File: config.mk
export PLATFORM = sky130hd
export DESIGN_NAME = core2axi4l_mo
export DESIGN_NICKNAME = d
export VERILOG_FILES = /design/src/rtl/core2axi4l_mo_pkg.sv /design/src/rtl/core2axi4l_order_fifo.sv /design/src/rtl/core2axi4l_mo.sv
export SDC_FILE = /design/constraint.sdc
export NUM_CORES = 1
export LEC_CHECK = 0
export BUFFER_PORTS_ARGS = -buffer_cell sky130_fd_sc_hd__clkbuf_2
export CAP_MARGIN = 0
export CORE_AREA = 2 2 101 103
export DETAILED_ROUTE_END_ITERATION = 7
export DIE_AREA = 0 0 103 105
export SLEW_MARGIN = 10
export SYNTH_ARGS = -nofsm -noshare
export SYNTH_HDL_FRONTEND = slang
export SYNTH_HIERARCHICAL = 1
export SYNTH_SLANG_ARGS = --single-unit
File: constraint.sdc
create_clock -name clk -period 1.85 [get_ports clk]
set_clock_uncertainty 0.05 [all_clocks]
set_input_delay 0 -clock clk [delete_from_list [all_inputs] [get_ports clk]]
set_output_delay 0 -clock clk [all_outputs]
set_load 0.01 [all_outputs]
File: src/rtl/core2axi4l_mo_pkg.sv
// Shared types and constants for the Ibex-to-AXI4-Lite multi-outstanding bridge.
package core2axi4l_mo_pkg;

  typedef enum logic [1:0] {
    OKAY   = 2'b00,
    EXOKAY = 2'b01,
    SLVERR = 2'b10,
    DECERR = 2'b11
  } axi_resp_e;

  typedef enum logic {
    OP_READ  = 1'b0,
    OP_WRITE = 1'b1
  } op_e;

  localparam logic [2:0] PROT_INSTR = 3'b100;
  localparam logic [2:0] PROT_DATA  = 3'b000;

  // EXOKAY is treated as a successful access; only slave and decode errors flag err.
  function automatic logic resp_is_err(input logic [1:0] resp);
    return (resp == SLVERR) || (resp == DECERR);
  endfunction

endpackage

File: src/rtl/core2axi4l_order_fifo.sv
// Small circular FIFO; pointers wrap at Depth so non-power-of-two depths work.
module core2axi4l_order_fifo #(
  parameter int Depth = 2,
  parameter int Width = 1
) (
  input  logic                       clk,
  input  logic                       rst_n,
  input  logic                       push_i,
  input  logic [Width-1:0]           wdata_i,
  input  logic                       pop_i,
  output logic [Width-1:0]           head_o,
  output logic                       full_o,
  output logic                       empty_o,
  output logic [$clog2(Depth+1)-1:0] count_o
);

  localparam int CntW = $clog2(Depth + 1);
  localparam int PtrW = (Depth > 1) ? $clog2(Depth) : 1;

  logic [Width-1:0] mem_q [Depth];
  logic [PtrW-1:0]  wr_ptr_q, wr_ptr_d;
  logic [PtrW-1:0]  rd_ptr_q, rd_ptr_d;
  logic [CntW-1:0]  count_q, count_d;

  function automatic logic [PtrW-1:0] ptr_inc(input logic [PtrW-1:0] p);
    return (p == PtrW'(Depth - 1)) ? '0 : p + PtrW'(1);
  endfunction

  // Next-state for pointers and occupancy; simultaneous push and pop keep the count.
  always_comb begin
    wr_ptr_d = push_i ? ptr_inc(wr_ptr_q) : wr_ptr_q;
    rd_ptr_d = pop_i  ? ptr_inc(rd_ptr_q) : rd_ptr_q;
    count_d  = count_q;
    case ({push_i, pop_i})
      2'b10:   count_d = count_q + CntW'(1);
      2'b01:   count_d = count_q - CntW'(1);
      default: count_d = count_q;
    endcase
  end

  // State and storage registers; storage is cleared too so head reads 0 after reset.
  always_ff @(posedge clk or negedge rst_n) begin
    if (!rst_n) begin
      wr_ptr_q <= '0;
      rd_ptr_q <= '0;
      count_q  <= '0;
      for (int i = 0; i < Depth; i++) mem_q[i] <= '0;
    end else begin
      wr_ptr_q <= wr_ptr_d;
      rd_ptr_q <= rd_ptr_d;
      count_q  <= count_d;
      if (push_i) mem_q[wr_ptr_q] <= wdata_i;
    end
  end

  assign head_o  = mem_q[rd_ptr_q];
  assign full_o  = (count_q == CntW'(Depth));
  assign empty_o = (count_q == '0);
  assign count_o = count_q;

endmodule

File: src/rtl/core2axi4l_mo.sv
// Ibex req/gnt/rvalid to AXI4-Lite master with in-order multi-outstanding responses.
module core2axi4l_mo
  import core2axi4l_mo_pkg::*;
#(
  parameter int         MaxOutstanding = 2,
  parameter bit         RspReg         = 1'b0,
  parameter logic [2:0] Prot           = 3'b000,
  parameter int         ADDR_W         = 32,
  parameter int         DATA_W         = 32
) (
  input  logic                clk,
  input  logic                rst_n,
  // Ibex side
  input  logic                core_req_i,
  input  logic                core_we_i,
  input  logic [DATA_W/8-1:0] core_be_i,
  input  logic [ADDR_W-1:0]   core_addr_i,
  input  logic [DATA_W-1:0]   core_wdata_i,
  output logic                core_gnt_o,
  output logic                core_rvalid_o,
  output logic [DATA_W-1:0]   core_rdata_o,
  output logic                core_err_o,
  // AXI4-Lite master
  output logic                axi_awvalid_o,
  input  logic                axi_awready_i,
  output logic [ADDR_W-1:0]   axi_awaddr_o,
  output logic [2:0]          axi_awprot_o,
  output logic                axi_wvalid_o,
  input  logic                axi_wready_i,
  output logic [DATA_W-1:0]   axi_wdata_o,
  output logic [DATA_W/8-1:0] axi_wstrb_o,
  input  logic                axi_bvalid_i,
  output logic                axi_bready_o,
  input  logic [1:0]          axi_bresp_i,
  output logic                axi_arvalid_o,
  input  logic                axi_arready_i,
  output logic [ADDR_W-1:0]   axi_araddr_o,
  output logic [2:0]          axi_arprot_o,
  input  logic                axi_rvalid_i,
  output logic                axi_rready_o,
  input  logic [DATA_W-1:0]   axi_rdata_i,
  input  logic [1:0]          axi_rresp_i
);

  localparam int CntW = $clog2(MaxOutstanding + 1);

  logic            ord_full, ord_empty, ord_head;
  logic [CntW-1:0] ord_count;
  logic            aw_done_q, aw_done_d, w_done_q, w_done_d;
  logic            issue_ok, ar_hs, aw_hs, w_hs, gnt_wr;
  logic            r_acc, b_acc, rsp_pop, rsp_err;
  logic [DATA_W-1:0] rsp_data;
  logic            unused_ord;

  // Issue side: a full order FIFO blocks issue even if a response pops this cycle.
  assign issue_ok      = core_req_i & ~ord_full;
  assign axi_arvalid_o = issue_ok & ~core_we_i;
  assign axi_awvalid_o = issue_ok & core_we_i & ~aw_done_q;
  assign axi_wvalid_o  = issue_ok & core_we_i & ~w_done_q;
  assign axi_araddr_o  = core_addr_i;
  assign axi_awaddr_o  = core_addr_i;
  assign axi_wdata_o   = core_wdata_i;
  assign axi_wstrb_o   = core_be_i;
  assign axi_arprot_o  = Prot;
  assign axi_awprot_o  = Prot;

  assign ar_hs      = axi_arvalid_o & axi_arready_i;
  assign aw_hs      = axi_awvalid_o & axi_awready_i;
  assign w_hs       = axi_wvalid_o & axi_wready_i;
  assign gnt_wr     = issue_ok & core_we_i & (aw_done_q | aw_hs) & (w_done_q | w_hs);
  assign core_gnt_o = ar_hs | gnt_wr;

  // Remember which half of a write already handshook until the whole write is granted.
  always_comb begin
    aw_done_d = aw_done_q;
    w_done_d  = w_done_q;
    if (gnt_wr) begin
      aw_done_d = 1'b0;
      w_done_d  = 1'b0;
    end else begin
      if (aw_hs) aw_done_d = 1'b1;
      if (w_hs)  w_done_d  = 1'b1;
    end
  end

  // Partial-write flags.
  always_ff @(posedge clk or negedge rst_n) begin
    if (!rst_n) begin
      aw_done_q <= 1'b0;
      w_done_q  <= 1'b0;
    end else begin
      aw_done_q <= aw_done_d;
      w_done_q  <= w_done_d;
    end
  end

  core2axi4l_order_fifo #(
    .Depth (MaxOutstanding),
    .Width (1)
  ) u_order (
    .clk     (clk),
    .rst_n   (rst_n),
    .push_i  (core_gnt_o),
    .wdata_i (core_we_i),
    .pop_i   (rsp_pop),
    .head_o  (ord_head),
    .full_o  (ord_full),
    .empty_o (ord_empty),
    .count_o (ord_count)
  );

  assign unused_ord = ^ord_count;

  // Only the channel matching the oldest outstanding operation is allowed to complete.
  assign axi_rready_o = ~ord_empty & (ord_head == OP_READ);
  assign axi_bready_o = ~ord_empty & (ord_head == OP_WRITE);
  assign r_acc        = axi_rvalid_i & axi_rready_o;
  assign b_acc        = axi_bvalid_i & axi_bready_o;
  assign rsp_pop      = r_acc | b_acc;
  assign rsp_data     = r_acc ? axi_rdata_i : '0;
  assign rsp_err      = r_acc ? resp_is_err(axi_rresp_i) :
                        b_acc ? resp_is_err(axi_bresp_i) : 1'b0;

  if (RspReg) begin : g_rsp_reg
    logic              rsp_empty, rsp_full;
    logic [DATA_W:0]   rsp_head;
    logic [0:0]        rsp_count;
    logic              unused_rsp;

    // One-entry FIFO drained every cycle acts as the response register.
    core2axi4l_order_fifo #(
      .Depth (1),
      .Width (DATA_W + 1)
    ) u_rsp (
      .clk     (clk),
      .rst_n   (rst_n),
      .push_i  (rsp_pop),
      .wdata_i ({rsp_err, rsp_data}),
      .pop_i   (~rsp_empty),
      .head_o  (rsp_head),
      .full_o  (rsp_full),
      .empty_o (rsp_empty),
      .count_o (rsp_count)
    );

    assign unused_rsp    = rsp_full ^ rsp_count[0];
    assign core_rvalid_o = ~rsp_empty;
    assign core_err_o    = rsp_empty ? 1'b0 : rsp_head[DATA_W];
    assign core_rdata_o  = rsp_empty ? '0 : rsp_head[DATA_W-1:0];
  end else begin : g_rsp_comb
    assign core_rvalid_o = rsp_pop;
    assign core_err_o    = rsp_err;
    assign core_rdata_o  = rsp_data;
  end

  // The core must hold req until a partially issued write has been granted.
  a_write_held: assert property (@(posedge clk) disable iff (!rst_n)
                                 (aw_done_q || w_done_q) |-> core_req_i)
    else $error("core_req_i dropped during a partially issued write");

endmodule

==> reports/qor.csv, run 1 <==
metric;value;unit
CP endpoint kind;flop;
Crit-path slowest cell;dfrtp_1;
Comb pwr share;73.8;%
critical path startpoint category;flop;
Sw Pwr;0.000905;W
synthesized area;1480;sq um
pin count of the biggest net entering global routing;34;
FF-to-FF End;u_order/count_o[1];
Placed Area;1340;sq um
RSZ-0062 raised after global routing;true;
vias in the first global route;1286;
register area;200;sq um
crit path DAT;1.94;ns
Clock Power Share;9.9;%
Layout fillers;1092;
Total Nets Final;357;
Top Ports;259;
Synth Flop Type;dfrtp_1;
global route overflow;0;
via count;1285;
WL/cell;15.3;um
WL final;5720;um
Max Freq;0.545;GHz
Layout area overhead;44.7;%
Hold Fails Final Rpt;0;
initial antenna violation count;1;
clock-pin slew on the worst setup and hold paths;0.04;ns
top cell type by total area after synthesis;buf_4;
reg2reg path depth;7;
Req. time, crit path;1.95;ns
FF+latch count, synth;8;
Final Slew Violations;0;
sequential share of the synthesized area;13.5;%
Global Route Usage Sum;9.14;%
Post-synth EDFFs;0;
clk sinks;8;
Mean Syn Cell Area;8.14;sq um
Max stage delay on crit path;0.39;ns
cell-internal power;0.00124;W
IO Port Bufs;82;
Clock Tree Buf Depth;2;
HP Class;in -> reg;
Async SR Flop Fraction;100;%
Final Instance Area;2140;sq um
worst hold slack;0.0726;ns
Yosys top cell area share;53.7;%
sw frac;42.3;%
H-Tree Depth;1;
Max Cap Violations;0;
post-layout util;22.2;%
detailed-route DRC error count;0;
Detail Route Antenna Nets;0;
Final HPWL DP;4330;um
CTS buffer count;3;
Final period util;99.2;%
die height;105;um
Syn Inst Count;182;
Clock Latency Late Sink;0.23;ns
CP cell instances;mux2_4, and2b_2, a21o_4, ha_4, xnor2_1, nor2_1, xor2_1;
first-pass GRT wire length;7420;um
Die X;103;um
YS warnings;6;
worst r2r src;u_order/rd_ptr_q;
Final Critical Period;1.83;ns
drt pass-1 iters;3;
crit path max fanout;3;
post-DR vias/cell;3.44;
kind of critical path;reg -> reg;
reg2reg setup slack;0.02;ns
post-synthesis cell type count;23;
status;completed;
crit path to;u_order/count_o[1];
# rows;36;
footprint of the multi-input gates;529;sq um
Leak Pwr;1.05;nW
final setup violation count;0;
CP Launch Point;u_order/rd_ptr_q;
CTS tree;built;
synth top area cells;buf_4 (54%), and2_1 (14%), dfrtp_1 (14%), buf_6 (2.3%), mux2_2 (2.3%);
GP Congestion;0.741;
layout cells sized above 1;44.8;%
drt initial violations;32;
Seq pwr share;16.3;%
Root Buffer;clkbuf_8;
Pwr Density;999;nW/um^2
die area;10800;sq um
antenna cells;0;
VDD IR max;0.865;mV
Core ar.;9640;sq um
Initial Utilization;15.4;%
-- synth_stat cells (2+ instances only) --
master / count
dfrtp_1: 8
and2_1: 32
xor2_1: 3
buf_4: 106
mux2_2: 3
o22a_1: 2
nor2_1: 8
xnor2_1: 2
and4b_1: 2
buf_6: 3
-- logic make-up after synthesis --
| kind of cell | Yosys count | share of synthesized area [%] |
|---|---|---|
| AOI/OAI and AO/OA | 6 | 3.38 |
| xor gates and xnor gates | 5 | 2.96 |
| adders and majority gates | 1 | 0.844 |
| buffers and inverters | 110 | 56.2 |
| DFF | 8 | 13.5 |
| muxes | 3 | 2.28 |
| other | 1 | 0.253 |
| and+or+nand+nor | 48 | 20.5 |
-- sequential cells by signal, summed over array words and instances (netlist names) --
| register | cells |
|---|---|
| aw_done_q | 1 |
| u_order/count_o | 2 |
| u_order/wr_ptr_q | 1 |
| u_order/rd_ptr_q | 1 |
| u_order/mem_q | 2 |
| w_done_q | 1 |
-- routing by layer --
metal	vias up	track usage [%]	share of wire, %
li1	573	-	-
met3	7	2.81	11
met5	-	0	0.23
met2	120	16.9	54
met1	583	10.1	34
met4	2	1.69	0.59
-- power groups by stage --
stage / Clock, W / Sequential, W / Combinational [W]
after floorplan: 0 / 0.000335 / 0.00103
after CTS: 0.000220 / 0.000352 / 0.00146
final: 0.000212 / 0.000349 / 0.00158
after detailed placement: 0 / 0.000355 / 0.00122
after global routing: 0.000230 / 0.000362 / 0.00172
after global placement: 0 / 0.000346 / 0.00121
-- layout make-up --
class,count,share of cell area (%)
clock buffers,3,1.93
inverters,1,0.175
multi-input cells,69,24.7
flip-flops and latches,8,9.34
well taps,133,7.76
repair buffers,160,56.1
-- per-stage QoR --
step | setup TNS, ns | cells | setup WS, ns | power (W)
after global routing | -0.0419 | 374 | -0.0419 | 0.00231
final | 0 | 374 | 0.0153 | 0.00214
after detailed placement | 0 | 298 | 0.0206 | 0.00157
after CTS | 0 | 370 | 0.000457 | 0.00203
after floorplan | -0.0236 | 187 | -0.0236 | 0.00136
after global placement | 0 | 298 | 0.0465 | 0.00156
-- cells in the final DEF (no fill, tap or decap), types with 3 or more instances in the layout --
cell type	synthesis	layout
clkbuf_2	0	81
dlygate4sd3_1	0	69
and2_1	32	29
nor2_1	8	8
dfrtp_1	8	8
conb_1	1	6
buf_4	106	6
and2_4	0	3
clkbuf_8	0	3
xor2_1	3	3
-- how the worst min path moves through the flow --
stage / depth (start not counted) / to / from
finish: 3 / aw_done_q / axi_wready_i
global route: 3 / aw_done_q / axi_wready_i
CTS: 3 / aw_done_q / axi_wready_i
detailed placement: 1 / u_order/count_o[0] / rst_n
global placement: 1 / u_order/count_o[0] / rst_n
floorplan: 0 / aw_done_q / rst_n
-- worst max-delay path: cells and delay by family (launching register included) --
family / cells / cell delay [ns]
adder cells (fa/ha/maj): 1 / 0.15
AO/OA/AOI/OAI: 1 / 0.21
flip-flops: 1 / 0.39
multiplexers: 1 / 0.33
AND/OR/NAND/NOR: 2 / 0.35
XOR/XNOR: 2 / 0.26
-- timing repair --
action,in CTS,in global routing
hold endpoints to repair,108,0
setup buffers,0,3
hold buffers,69,0
gates resized for setup,3,7
endpoints found under the setup margin,32,25
gates cloned,0,1
pin swaps,0,5
No activity file was read; power rests on OpenSTA's default activity.
==> run 2, diff against run 1 <==
clock period = 2.2 ns   (was 1.85 ns; I/O delays follow)
==> reports/qor.csv, run 2 (synthesis results as in run 1) <==
metric;value;unit;change
Core ar.;9640;sq um;unchanged
antenna cells;0;;unchanged
drt initial violations;26;;-19%
Max Cap Violations;0;;unchanged
status;completed;;
clock-pin slew on the worst setup and hold paths;0.04;ns;about the same
die height;105;um;unchanged
CP cell instances;and2b_2, nand3b_1, o2bb2ai_1, inv_1, ha_1, nor2_1, xor2_1;;
post-CTS sizing;0;;-3
# rows;36;;unchanged
Final Critical Period;1.95;ns;+0.116 ns
Max Freq;0.513;GHz;-6.0%
Final Instance Area;2000;sq um;-6.6%
top layer in use;met4;;
Initial Utilization;15.4;%;unchanged
Die X;103;um;unchanged
H-Tree Depth;1;;unchanged
Layout area overhead;35.1;%;
Layout fillers;1101;;+0.82%
die area;10800;sq um;unchanged
Req. time, crit path;2.30;ns;+0.35 ns
IO Port Bufs;82;;unchanged
detailed-route DRC error count;0;;unchanged
Hold Fails Final Rpt;0;;unchanged
post-DR vias/cell;3.43;;-0.19%
clk sinks;8;;unchanged
final setup violation count;0;;unchanged
Final Slew Violations;0;;unchanged
vias in the first global route;1175;;-8.6%
initial antenna violation count;0;;-1
Final period util;88.7;%;-10 points
Detail Route Antenna Nets;0;;unchanged
CP endpoint kind;flop;;
Met3 Routed Length;475;um;-22%
layout cells sized above 1;39.6;%;-5.2 points
WL final;3730;um;-35%
Max stage delay on crit path;0.41;ns;+0.02 ns
WL/cell;10.1;um;-34%
Clock Tree Buf Depth;2;;unchanged
Placed Area;1270;sq um;-5.1%
global route overflow;0;;unchanged
met1 wire length;1050;um;-46%
CTS tree;built;;
Final HPWL DP;2500;um;-42%
met2 wire length;2160;um;-30%
via count;1262;;-1.8%
crit path max fanout;5;;+2
Pwr Density;759;nW/um^2;-24%
critical path startpoint category;flop;;
Buf/Inv on CP;1;;+1
Tot Pwr;0.00152;W;-29%
kind of critical path;reg -> reg;;
delay-heaviest family, CP;simple AND/OR/NAND/NOR gates;;
CTS buffer count;3;;unchanged
Crit-path slowest cell;dfrtp_1;;
pin count of the biggest net entering global routing;34;;unchanged
most common cell after layout, fill and taps aside;clkbuf_2;;
Global Route Usage Sum;6.01;%;-3.1 points
GP Congestion;0.825;;+11%
Total Nets Final;351;;-1.7%
Clock Latency Late Sink;0.23;ns;about the same
Top Ports;259;;unchanged
Leak Pwr;0.995;nW;-5.6%
crit path DAT;2.05;ns;+0.11 ns
most frequent cells in the layout;clkbuf_2 (82), dlygate4sd3_1 (69), and2_1 (32), nor2_1 (8), dfrtp_1 (8);;
VDD IR max;0.577;mV;-33%
setup TNS;0;ns;unchanged
HP Class;in -> reg;;
drt pass-1 iters;2;;-1
first-pass GRT wire length;5110;um;-31%
Root Buffer;clkbuf_8;;
RSZ-0062 raised after global routing;false;;
run 2: worst register-to-register path: stages (launching register included):
cell	delay, ns
dfrtp_1	0.41
and2b_2	0.26
nand3b_1	0.24
o2bb2ai_1	0.23
inv_1	0.08
ha_1	0.33
nor2_1	0.14
xor2_1	0.15
run 2: what timing repair did:
| action | CTS | global route |
|---|---|---|
| hold buffers | 69 | 0 |
| buffers inserted | 0 | 0 |
| endpoints found under the setup margin | 0 | 0 |
| hold endpoints to repair | 108 | 0 |
run 2: per-stage QoR:
stage	setup slack [ns]	utilization (%)	hold slack, ns	instances
after floorplan	0.0849	-	-0.346	187
after global placement	0.304	13.2	-0.195	296
after detailed placement	0.233	13.2	-0.187	296
after CTS	0.222	20.8	0.0470	368
after global routing	0.0896	20.8	0.0525	368
final	0.249	20.8	0.0526	368
run 2: layout make-up:
class | count | area, sq um | area share [%]
Clock buffer | 3 | 41.3 | 2.06
Tap cell | 133 | 166 | 8.31
Timing Repair Buffer | 154 | 1120 | 56.1
Inverter | 1 | 3.75 | 0.188
Sequential cell | 8 | 200 | 10.0
Multi-Input combinational cell | 69 | 467 | 23.3
run 2: metal layers:
metal,GRT usage (%),vias up
met5,0,-
met4,1.60,0
met3,2.34,6
met2,12.3,141
met1,5.12,555
li1,-,560
run 2: power breakdown:
group          switching [W]  internal [W]  leakage [nW]
logic               0.000536      0.000513         0.878
clock network      0.0000569      0.000118        0.0216
registers          0.0000663      0.000229        0.0950
total               0.000659      0.000860         0.995
run 2: worst paths after layout:
kind / startpoint / endpoint / slack, ns / depth (start not counted)
max in group asynchronous: rst_n / u_order/count_o[0] / 1.79 / 2
worst min register to register: u_order/rd_ptr_q / u_order/rd_ptr_q / 0.43 / 1
worst max register to register: u_order/count_o[0] / u_order/count_o[1] / 0.25 / 7
min in group asynchronous: rst_n / u_order/wr_ptr_q / 0.12 / 2
worst max-delay path: u_order/count_o[0] / u_order/count_o[1] / 0.25 / 7
worst min-delay path: core_we_i / u_order/mem_q[0] / 0.05 / 2
==> run 3, diff against run 2 <==
ABC_AREA = 1   (was default)
CORE_AREA = 2 2 99 101   (was 2 2 101 103)
DIE_AREA = 0 0 101 103   (was 0 0 103 105)
==> reports/qor.csv, run 3 <==
metric;value;unit;change
status;completed;;
Async SR Flop Fraction;100;%;unchanged
Req. time, crit path;2.26;ns;-0.04 ns
die height;103;um;-1.9%
most frequent cells in the layout;clkbuf_2 (82), dlygate4sd3_1 (69), inv_1 (47), nor2_1 (36), nand2_1 (20);;
Yosys top cell area share;50.8;%;-2.9 points
Global Route Usage Sum;7.17;%;+1.2 points
IO Port Bufs;82;;unchanged
Max stage delay on crit path;0.39;ns;-0.02 ns
clk sinks;8;;unchanged
Final WS setup;0.252;ns;+0.00302 ns
vias in the first global route;1250;;+6.4%
FF-to-FF End;u_order/count_o[1];;
HP Class;in -> reg;;
global route overflow;0;;unchanged
setup TNS;0;ns;unchanged
top cell type by total area after synthesis;buf_4;;
CP endpoint kind;flop;;
Clock Latency Late Sink;0.22;ns;about the same
clock-pin slew on the worst setup and hold paths;0.04;ns;about the same
Hold Fails Final Rpt;0;;unchanged
first-pass GRT wire length;5980;um;+17%
CTS buffer count;3;;unchanged
YS warnings;6;;unchanged
WL final;4640;um;+24%
Post-synth EDFFs;0;;unchanged
detailed-route DRC error count;0;;unchanged
FF+latch count, synth;8;;unchanged
Syn Inst Count;242;;+33%
post-CTS sizing;0;;unchanged
Final HPWL DP;3510;um;+40%
delay-heaviest family, CP;simple AND/OR/NAND/NOR gates;;
Leak Pwr;1.22;nW;+23%
final setup violation count;0;;unchanged
met2 wire length;2710;um;+25%
most common cell after layout, fill and taps aside;clkbuf_2;;
Synth Flop Type;dfrtp_1;;
GP Congestion;0.632;;-23%
# rows;36;;unchanged
Detail Route Antenna Nets;0;;unchanged
post-layout util;21.7;%;+0.95 points
Core ar.;9460;sq um;-1.9%
VDD IR max;0.491;mV;-15%
pin count of the biggest net entering global routing;33;;-2.9%
kind of critical path;reg -> reg;;
Die X;101;um;-1.9%
die area;10400;sq um;-3.8%
critical path startpoint category;flop;;
CP cell instances;inv_1, nor2_1, inv_1, nand3_1, a21oi_1, nand2_1, nand2_1, inv_2, ha_1, inv_1, nand3_1, nand2_1, nand2_1;;
met1 wire length;1530;um;+45%
most frequent cell after synthesis;buf_4;;
WL/cell;11.4;um;+12%
layout cells sized above 1;32.0;%;-7.6 points
top layer in use;met4;;
Final Slew Violations;0;;unchanged
H-Tree Depth;1;;unchanged
Final Critical Period;1.95;ns;-0.00302 ns
drt pass-1 iters;4;;+2
Layout area overhead;31.3;%;
Clock Tree Buf Depth;2;;unchanged
crit path DAT;2.01;ns;-0.04 ns
Root Buffer;clkbuf_8;;
Mean Syn Cell Area;6.47;sq um;-21%
synth top area cells;buf_4 (51%), dfrtp_1 (13%), inv_1 (11%), nor2_1 (8.6%), nand2_1 (4.8%);;
Buf/Inv on CP;4;;+3
crit path max fanout;4;;-1
cell mode on critical path;nand2_1;;
Post-synth top cells;buf_4 (106), inv_1 (47), nor2_1 (36), nand2_1 (20), dfrtp_1 (8);;
Top Ports;259;;unchanged
drt initial violations;32;;+23%
Hold Path End;u_order/mem_q[1];;
worst r2r src;u_order/count_o[1];;
Met3 Routed Length;343;um;-28%
post-DR vias/cell;3.48;;+1.3%
Initial Utilization;16.5;%;+1.2 points
Worst Hold Depth;3;;+1
reg2reg setup slack;0.25;ns;about the same
dpl ws;0.277;ns;+0.0438 ns
startpoint of the worst hold path;core_we_i;;
via count;1418;;+12%
reg2reg path depth;13;;+6
Max Freq;0.513;GHz;+0.16%
post-synthesis cell type count;20;;-13%
sequential share of the synthesized area;12.8;%;-0.72 points
Total Nets Final;410;;+17%
RSZ-0062 raised after global routing;false;;
Max Cap Violations;0;;unchanged
Final period util;88.5;%;-0.14 points
antenna cells;0;;unchanged
initial antenna violation count;0;;unchanged
Pwr Density;739;nW/um^2;-2.6%
CTS tree;built;;
synthesized area;1570;sq um;+5.7%
Crit-path slowest cell;dfrtp_1;;
run 3: cell count changes after synthesis, sizes merged, moves of 3 or more:
| cell | change |
|---|---|
| mux2 | -3 |
| o21ai | +3 |
| nand4 | +3 |
| nand2 | +20 |
| nor2 | +31 |
| nand3 | +4 |
| and2 | -32 |
| inv | +47 |
run 3: worst max path at each step:
stage                                   from                  to  cells past startpoint
after global routing      u_order/count_o[1]  u_order/count_o[1]                     13
final                     u_order/count_o[1]  u_order/count_o[1]                     13
after global placement    u_order/count_o[1]  u_order/count_o[1]                     13
after floorplan             u_order/rd_ptr_q  u_order/count_o[1]                     10
after CTS                 u_order/count_o[1]  u_order/count_o[1]                     13
after detailed placement  u_order/count_o[1]  u_order/count_o[1]                     13
run 3: tightest hold or removal path, delay by kind of cell:
kind | cells | cell delay, ns
buffers and inverters | 2 | 0.21
AOI/OAI and AO/OA | 1 | 0.06
run 3: timing repair:
| action | CTS | global route |
|---|---|---|
| hold endpoints to repair | 108 | 0 |
| hold buffers | 69 | 0 |
| setup buffers | 0 | 0 |
run 3: stage by stage:
step                instances  hold slack [ns]  power (W)  instance area, sq um
floorplan                 247           -0.346    0.00107                  1580
global placement          336           -0.194    0.00116                  1320
global route              408           0.0393    0.00168                  2050
detailed placement        336           -0.190    0.00118                  1320
finish                    408           0.0275    0.00152                  2050
CTS                       408           0.0283    0.00153                  2050
run 3: layer usage:
metal / track usage (%) / up-vias
met3: 0.610 / 10
met2: 14.8 / 100
met1: 7.88 / 622
met5: 0 / -
li1: - / 686
met4: 1.56 / 0
run 3: where the power goes:
group / switching (W) / internal [W] / leakage, nW / total (W)
clock network: 0.0000522 / 0.000118 / 0.0216 / 0.000170
logic: 0.000637 / 0.000432 / 1.10 / 0.00107
registers: 0.0000544 / 0.000225 / 0.0966 / 0.000279
run 3: cell type report:
class | instances | area [sq um]
Sequential cell | 8 | 200
Clock buffer | 3 | 41.3
Fill cell | 1049 | 7400
Tap cell | 114 | 143
Inverter | 48 | 180
Timing Repair Buffer | 153 | 1120
Multi-Input combinational cell | 82 | 374
run 3: cells by family (layout without fill, tap and decap cells):
| family | count (synthesis) | in the layout | share of synthesized area [%] |
|---|---|---|---|
| xor+xnor | 2 | 2 | 1.12 |
| simple gates | 68 | 68 | 18.7 |
| buf+inv | 157 | 204 | 64.5 |
| compound gates | 5 | 5 | 1.84 |
| fa+ha+maj | 1 | 1 | 0.799 |
| flops | 8 | 8 | 12.8 |
| other cells | 1 | 6 | 0.240 |
